## config.mk

```make
export PLATFORM = sky130hd
export DESIGN_NAME = regfile_wb_arbiter
export DESIGN_NICKNAME = d
export VERILOG_FILES = /design/src/rtl/rv_regfile_pkg.sv /design/src/rtl/rr_arbiter.sv /design/src/rtl/regfile_wb_arbiter.sv
export SDC_FILE = /design/constraint.sdc
export NUM_CORES = 1
export LEC_CHECK = 0
export ABC_AREA = 1
export CORE_UTILIZATION = 42
export CTS_CLUSTER_SIZE = 30
export DETAILED_ROUTE_END_ITERATION = 7
export PLACE_DENSITY_LB_ADDON = 0.05
export SYNTH_ARGS = -nofsm -noshare
export SYNTH_HDL_FRONTEND = slang
export SYNTH_HIERARCHICAL = 1
export SYNTH_SLANG_ARGS = --single-unit
```

## constraint.sdc

```tcl
create_clock -name clk -period 2.8 [get_ports clk]
set_input_delay 0.56 -clock clk [delete_from_list [all_inputs] [get_ports clk]]
set_output_delay 0.56 -clock clk [all_outputs]
set_load 0.1 [all_outputs]
```

## src/rtl/rv_regfile_pkg.sv

```systemverilog
// Shared register-file types and widths for the integer writeback path.
package rv_regfile_pkg;

  localparam int unsigned ADDR_WIDTH = 5;
  localparam int unsigned DATA_WIDTH = 32;

  typedef logic [ADDR_WIDTH-1:0] reg_idx_t;

  typedef struct packed {
    reg_idx_t              rd;
    logic [DATA_WIDTH-1:0] data;
  } wb_req_t;

endpackage

```

## src/rtl/rr_arbiter.sv

```systemverilog
// Combinational round-robin arbiter: first requester at or above ptr wins, wrapping.
module rr_arbiter #(
  parameter int unsigned N = 3,
  localparam int unsigned IdxW = (N > 1) ? $clog2(N) : 1
) (
  input  logic [N-1:0]    req_i,
  input  logic [IdxW-1:0] ptr_i,
  output logic [N-1:0]    gnt_o,
  output logic [IdxW-1:0] gnt_idx_o
);

  logic        found;
  int unsigned idx;

  always_comb begin
    gnt_o     = '0;
    gnt_idx_o = '0;
    found     = 1'b0;
    idx       = 0;
    for (int unsigned k = 0; k < N; k++) begin
      idx = (32'(ptr_i) + k) % N;
      if (!found && req_i[IdxW'(idx)]) begin
        gnt_o[IdxW'(idx)] = 1'b1;
        gnt_idx_o         = IdxW'(idx);
        found             = 1'b1;
      end
    end
  end

endmodule

```

## src/rtl/regfile_wb_arbiter.sv

```systemverilog
// Round-robin share of the register file write port, with a one-stage commit slot
// and a pending-write scoreboard for operand stall checks.
module regfile_wb_arbiter #(
  parameter int unsigned NUM_REQ    = 3,
  parameter int unsigned DATA_WIDTH = 32,
  parameter int unsigned ADDR_WIDTH = 5
) (
  input  logic                                 clk,
  input  logic                                 reset,
  input  logic [NUM_REQ-1:0]                   req_valid,
  output logic [NUM_REQ-1:0]                   req_ready,
  input  logic [NUM_REQ-1:0][ADDR_WIDTH-1:0]   req_rd,
  input  logic [NUM_REQ-1:0][DATA_WIDTH-1:0]   req_data,
  input  logic                                 alloc_valid,
  input  logic [ADDR_WIDTH-1:0]                alloc_rd,
  input  logic [ADDR_WIDTH-1:0]                rs1,
  input  logic [ADDR_WIDTH-1:0]                rs2,
  output logic                                 rs1_busy,
  output logic                                 rs2_busy,
  output logic                                 wr_en,
  output logic [ADDR_WIDTH-1:0]                wr_rd,
  output logic [DATA_WIDTH-1:0]                wr_data,
  output logic [(2**ADDR_WIDTH)-1:0]           busy_map
);

  localparam int unsigned IdxW    = (NUM_REQ > 1) ? $clog2(NUM_REQ) : 1;
  localparam int unsigned NumRegs = 2 ** ADDR_WIDTH;

  rv_regfile_pkg::wb_req_t req_arr [NUM_REQ];
  rv_regfile_pkg::wb_req_t sel;

  logic [NUM_REQ-1:0]    gnt;
  logic [IdxW-1:0]       gnt_idx;
  logic                  accept;

  logic [IdxW-1:0]       ptr_q, ptr_d;
  logic                  wr_en_q, wr_en_d;
  logic [ADDR_WIDTH-1:0] wr_rd_q, wr_rd_d;
  logic [DATA_WIDTH-1:0] wr_data_q, wr_data_d;
  logic [NumRegs-1:0]    busy_q, busy_d;

  always_comb begin
    for (int i = 0; i < NUM_REQ; i++) begin
      req_arr[i].rd   = req_rd[i];
      req_arr[i].data = req_data[i];
    end
  end

  rr_arbiter #(
    .N(NUM_REQ)
  ) u_rr_arbiter (
    .req_i    (req_valid),
    .ptr_i    (ptr_q),
    .gnt_o    (gnt),
    .gnt_idx_o(gnt_idx)
  );

  // Ready is forced low while reset is held so no requester believes it was accepted.
  assign req_ready = reset ? gnt : '0;
  assign accept    = |req_ready;
  assign sel       = req_arr[gnt_idx];

  always_comb begin
    ptr_d     = ptr_q;
    wr_en_d   = 1'b0;
    wr_rd_d   = wr_rd_q;
    wr_data_d = wr_data_q;
    if (accept) begin
      ptr_d     = (32'(gnt_idx) == NUM_REQ - 1) ? '0 : gnt_idx + 1'b1;
      wr_en_d   = (sel.rd != '0);
      wr_rd_d   = sel.rd;
      wr_data_d = sel.data;
    end
  end

  // Clear first, then set: a same-edge reservation belongs to a newer producer.
  always_comb begin
    busy_d = busy_q;
    if (wr_en_q) begin
      busy_d[wr_rd_q] = 1'b0;
    end
    if (alloc_valid && (alloc_rd != '0)) begin
      busy_d[alloc_rd] = 1'b1;
    end
    busy_d[0] = 1'b0;
  end

  always_ff @(posedge clk or negedge reset) begin
    if (!reset) begin
      ptr_q     <= '0;
      wr_en_q   <= 1'b0;
      wr_rd_q   <= '0;
      wr_data_q <= '0;
      busy_q    <= '0;
    end else begin
      ptr_q     <= ptr_d;
      wr_en_q   <= wr_en_d;
      wr_rd_q   <= wr_rd_d;
      wr_data_q <= wr_data_d;
      busy_q    <= busy_d;
    end
  end

  assign wr_en    = wr_en_q;
  assign wr_rd    = wr_rd_q;
  assign wr_data  = wr_data_q;
  assign busy_map = busy_q;
  assign rs1_busy = busy_q[rs1];
  assign rs2_busy = busy_q[rs2];

endmodule

```

# --- Word-level counts from Yosys, hierarchy flattened ---
# Index checks and enable logic that the tools add are counted.
classes:
  addsub: 3
  div_mod_pow: 3
  n_lt_le_gt_ge: 13
  eq_ne: 1
  muxes: 36
  bitwise: 6
  reduce_logical: 13
ops:
  columns: ["op", "count"]
  rows:
  - ["37-bit binary-select mux with 2-bit select", 1]
  - ["37-bit 2-to-1 mux", 2]
  - ["32-bit by 2-bit modulo with 32-bit output (second input constant)", 2]
  - ["32-bit 2-to-1 mux", 2]
  - ["32-bit AND", 1]
  - ["2-bit by 2-bit modulo with 32-bit output (second input constant)", 1]
  - ["32-bit NOT", 1]
  - ["32-bit OR", 1]
  - ["5-bit by 6-bit less-than comparator with 1-bit output (second input constant)", 4]
  - ["1-bit 2-to-1 mux", 13]
  - ["3-bit 2-to-1 mux", 4]
  - ["1-bit binary-select mux with 5-bit select", 2]
  - ["1-bit demux with 5-bit select", 2]
  - ["5-bit by 1-bit >= comparator with 1-bit output (second input constant)", 2]
  - ["5-bit nonzero test", 2]
  - ["2-bit by 3-bit less-than comparator with 1-bit output (second input constant)", 3]
  - ["1-bit logical AND", 8]
  - ["2-bit 2-to-1 mux", 4]
  - ["1-bit binary-select mux with 2-bit select", 3]
  - ["1-bit demux with 2-bit select", 3]
  - ["2-bit by 1-bit >= comparator with 1-bit output (second input constant)", 3]
  - ["3-bit OR", 2]
  - ["2-bit by 1-bit adder with 3-bit output (second input constant)", 1]
  - ["2-bit by 2-bit adder with 3-bit output (second input constant)", 1]
  - ["6 further kinds", 7]
word_totals:
  register_bits: 71

# --- Logic depth before layout (Yosys ltp) ---
logic_depth:
  ltp_word: 16
  mapped_depth: 20
  depth_no_buf: 20

# --- By module ---
# Netlist, hierarchy kept.
by_module_without_submodules:
  columns: ["mod", "instances", "cells_each", "area_per_inst_um2", "seq_area_each_um2"]
  rows:
  - ["regfile_wb_arbiter", 1, 619, 4116.4, 1776.7]
  - ["rr_arbiter", 1, 62, 316.6, 0.0]

# --- Worst setup path after synthesis ---
# Ideal clock, no wire load.
synth_timing:
  path_type: "flip-flop to output port"
  start: "register busy_q[7], in the netlist busy_map[7]"
  end: "output port rs1_busy"
  arrival_ns: 2.070
  t_required_ns: 2.240
  setup_slack_ns: 0.170
  path_stages_with_launch: 9
  n_path_buf: 0
  path_cell_list: "dfrtp_1 > inv_1 > nand2_1 > nand3_1 > nand3_1 > nand3_1 > nand2_1 > nand2_1 > nand2_1"
synth_via:
  elab_chain_len: 2
synth_rtl:
  columns: ["item", "line_no", "rtl"]
  rows:
  - ["start: declaration", "regfile_wb_arbiter.sv:40", "logic [NumRegs-1:0] busy_q, busy_d;"]
  - ["start signal: assignment", "regfile_wb_arbiter.sv:100", "busy_q <= busy_d;"]
  - ["1-bit binary-select mux with 5-bit select", "regfile_wb_arbiter.sv:108", "assign rs1_busy = busy_q[rs1];"]
  - ["1-bit 2-to-1 mux (implied by the code)", "regfile_wb_arbiter.sv:108", null]
  - ["end: declaration", "regfile_wb_arbiter.sv:18", "output logic rs1_busy,"]
# No other way between the ends. The select of a mux whose other input is x is not followed.

# --- Worst setup path after layout ---
layout_timing:
  start: "register ptr_q[0]"
  end: "output port req_ready[1]"
layout_via:
  elab_chain_len: 11
layout_rtl:
  columns: ["item", "line_no", "rtl"]
  rows:
  - ["start: declaration", "regfile_wb_arbiter.sv:36", "logic [IdxW-1:0] ptr_q, ptr_d;"]
  - ["start signal: assignment", "regfile_wb_arbiter.sv:96", "ptr_q <= ptr_d;"]
  - ["2-bit by 1-bit adder with 3-bit output or 2-bit by 2-bit modulo with 32-bit output (tied branches)", "rr_arbiter.sv:21", "idx = (32'(ptr_i) + k) % N;"]
  - ["32-bit by 2-bit modulo with 32-bit output (tied with other cells)", "rr_arbiter.sv:21", null]
  - ["2-bit by 3-bit less-than comparator with 1-bit output (implied by the code) (tied with other cells)", "rr_arbiter.sv:23", "gnt_o[IdxW'(idx)] = 1'b1;"]
  - ["1-bit logical AND (implied by the code) (tied with other cells)", "rr_arbiter.sv:23", null]
  - ["1-bit 2-to-1 mux (implied by the code) (tied with other cells)", "rr_arbiter.sv:23", null]
  - ["1-bit demux with 2-bit select (tied with other cells)", null, null]
  - ["3-bit OR (no source line) or 1-bit 2-to-1 mux (tied branches)", null, null]
  - ["3-bit 2-to-1 mux or 1-bit logical NOT (tied branches)", "rr_arbiter.sv:22", "if (!found && req_i[IdxW'(idx)]) begin"]
  - ["3-bit OR (no source line) or 1-bit logical AND (tied branches)", null, null]
  - ["3-bit 2-to-1 mux (*)", "rr_arbiter.sv:22", null]
  - ["net gnt[1]", "regfile_wb_arbiter.sv:32", "logic [NUM_REQ-1:0] gnt;"]
  - ["3-bit 2-to-1 mux (*)", "regfile_wb_arbiter.sv:59", "assign req_ready = reset ? gnt : '0;"]
  - ["end: declaration", "regfile_wb_arbiter.sv:11", "output logic [NUM_REQ-1:0] req_ready,"]
# Mark *: on every way through the listed nets, which the timed path passes. The rest lies on a longest branch. The select of a mux whose other input is x is not followed.

==> summary.txt <==
GRT
  • Global-route wire length before repair: 23.5 mm
  • Largest net degree at the start of global routing: 61
  • Vias in the first global route: ~5000
  • GR Overflow Total: 0
  • Gr usage total: roughly 27%
  • Antenna violations before repair: 0

Placement
  • Gp weighted congestion: ~0.94
  • Final HPWL DP: about 12 mm
  • Port bufs: between 200 and 250
  • Placed Cells: between 1000 and 1500
  • Placed Area: roughly 6500 sq um

Clock network
  • TritonCTS buffer count: 9
  • H-tree depth reported by CTS: 3
  • Clock transition at the registers of the reported paths: 0.07 ns
  • CTS tree: yes
  • Root buf cell: clkbuf_8
  • CTS sink count: 71
  • Clock Path Buffers: 2
  • Clk Latency, worst-skew pair: ~0.34 ns

Layout
  • Register area: roughly 1800 sq um
  • Layout area overhead: 52.6%
  • Share of layout cells above drive strength 1: between 10% and 20%
  • Final Util: around two thirds
  • Final instance area: approximately 6800 sq um
  • Finished Layout Cells: between 1000 and 1500
  • Multi-input gate area: 2340 sq um
  • Antenna Cells: 0
  • Fillers: 925
  • Net count, final: 1021

Drt
  • Initial DRC Count: 318
  • Routed WL: 15.1 mm
  • Routed vias: 5310
  • Detailed-route wire length per cell: about 15 um
  • DRC viols: 0
  • Vias per std cell: 5.18
  • Router iterations before antenna repair: 7
  • Antenna viol nets, final: 0

Setup path
  • Worst Path Arrival: roughly 2.1 ns
  • CP startpoint: ptr_q[0]
  • Nature of the critical path endpoint: primary output
  • Setup crit start kind: register
  • CP Class: register to primary output
  • Crit-path max FO: 8
  • R2R Path Start: ptr_q[0]
  • Worst path required time: roughly 2.2 ns

Floorplanning
  • Die ar.: 11000 sq um
  • Die height: about 100 um
  • Site Rows: 37
  • Horiz. Die Dim: ~100 um
  • Initial Utilization: 43.1%
  • Core Box Area: approximately 10000 sq um
  • # IOs: slightly above 200

Timing
  • Period minus WS final: about 2.7 ns
  • Skew final: about 0.0055 ns
  • # setup viols final: 0
  • Worst slew pin tran: around 0.74 ns
  • Part of the cycle the worst path needs: between 90% and 100%
  • Final slew viol count: 0
  • Slew HR: between 50 and 60%
  • Fin. Hold Viols: 0
  • Fmax: roughly 380 MHz

Flow run
  • Max-Cap Viols: 0

Synth
  • Cells after Synth: approximately 680
  • Number of distinct library cells after synthesis: 22
  • Synth Register Bits: 71
  • Synth Area per Inst: 6.51 sq um
  • Mapped cell area: approximately 4400 sq um
  • Synth Net Count: 817
  • Ys Warns: 6
  • Sequential-to-total area share from yosys stat: around two fifths

Status
  • Status: finished clean

Worst hold path
  • HP Class: input pin to async pin
-- cell usage after synthesis --
master	n	share of area (%)
ha_1	4	1.1
nand3_2	1	0.23
nand2_1	314	27
clkbuf_1	2	0.17
clkinv_1	1	0.085
inv_1	41	3.5
nand2_4	1	0.25
buf_4	4	0.68
nand3_1	109	12
nor3_4	1	0.37
o21ai_2	1	0.20
inv_2	10	0.85
conb_1	1	0.085
o21ai_0	72	8.1
nand4_1	3	0.42
buf_2	20	2.3
dfrtp_1	71	40
o21ai_1	5	0.56
a21oi_1	8	0.90
nor2_1	8	0.68
nor2_2	1	0.14
nand2_2	3	0.42
-- kinds of logic after synthesis --
logic type | after synthesis | synth area share, %
AO/OA/AOI/OAI | 86 | 9.79
adder cells (fa/ha/maj) | 4 | 1.13
buffers and inverters | 78 | 7.51
flip-flops | 71 | 40.1
other | 1 | 0.0846
AND/OR/NAND/NOR | 441 | 41.4
-- critical path, cell delays in order (launching register included) --
cell and delay, ns:
dfrtp_1 0.41, buf_4 0.14, ha_1 0.27, o21ai_2 0.20, nand2_4 0.10, inv_2 0.08, nand2_2 0.05, nand2_2 0.07
inv_2 0.03, nand2_1 0.04, nand2_1 0.06, inv_2 0.11, buf_12 0.18
-- metal layers --
layer  part of all wire (%)  up-vias  GRT usage, %  wire length [um]
met4                    3.9        0          13.5               591
met1                     38     2429          28.5              5700
met2                     51      239          50.4              7710
met3                    7.1       49          6.55              1070
met5                      0        -             0                 0
li1                       -     2593             -                 -
-- metrics by stage --
stage	setup TNS (ns)	worst slack (ns)	hold slack, ns
after global routing	-0.0389	-0.0236	0.0651
final	0	0.139	0.0643
after detailed placement	0	0.0639	0.426
after global placement	0	0.142	0.426
after CTS	0	0.0306	0.0478
after floorplan	0	0.170	0.264
-- cell type report --
class	instances	area share, %
clock buffers	13	2.50
clock inverters	3	0.592
inverters	52	3.00
multi-input cells	532	34.6
flip-flops and latches	71	26.3
well taps	136	2.52
repair buffers	217	30.3
repair inverters	2	0.222
-- final timing paths --
kind	end	slack, ns	cells past startpoint
worst max-delay path	req_ready[1]	0.14	12
worst min-delay path	wr_data[1]	0.06	1
worst max register to register	wr_data[26]	0.34	16
worst min register to register	wr_data[8]	0.48	2
max in group asynchronous	wr_data[10]	1.76	2
min in group clk	wr_data[8]	0.48	2
-- cells in the final DEF (no fill, tap or decap), types with 2 or more instances in the layout --
master / count
inv_1: 38
buf_4: 79
ha_2: 2
clkinvlp_4: 4
nor2_1: 8
nand4_1: 3
clkinv_2: 2
nand2_1: 314
dfrtp_1: 71
o21ai_0: 72
o21ai_1: 5
nand2_2: 3
nand3_1: 109
dlymetal6s2s_1: 2
clkdlybuf4s50_1: 128
buf_12: 7
clkbuf_8: 12
inv_2: 11
a21oi_1: 8
-- state kept, by name, summed over array words and instances (netlist names) --
name,count
wr_data,32
wr_en,1
wr_rd,5
busy_map,31
ptr_q,2
-- what timing repair did --
action                     in CTS  in global routing
setup buffers                   0                  2
setup endpoints to repair       1                  5
cloned                          0                  2
gates resized for setup         1                 11
hold buffers                    0                  0
pin swaps                       0                  0
Power is not shown: default switching activity piles up to over one toggle a cycle in this logic, so the estimate is an artifact.
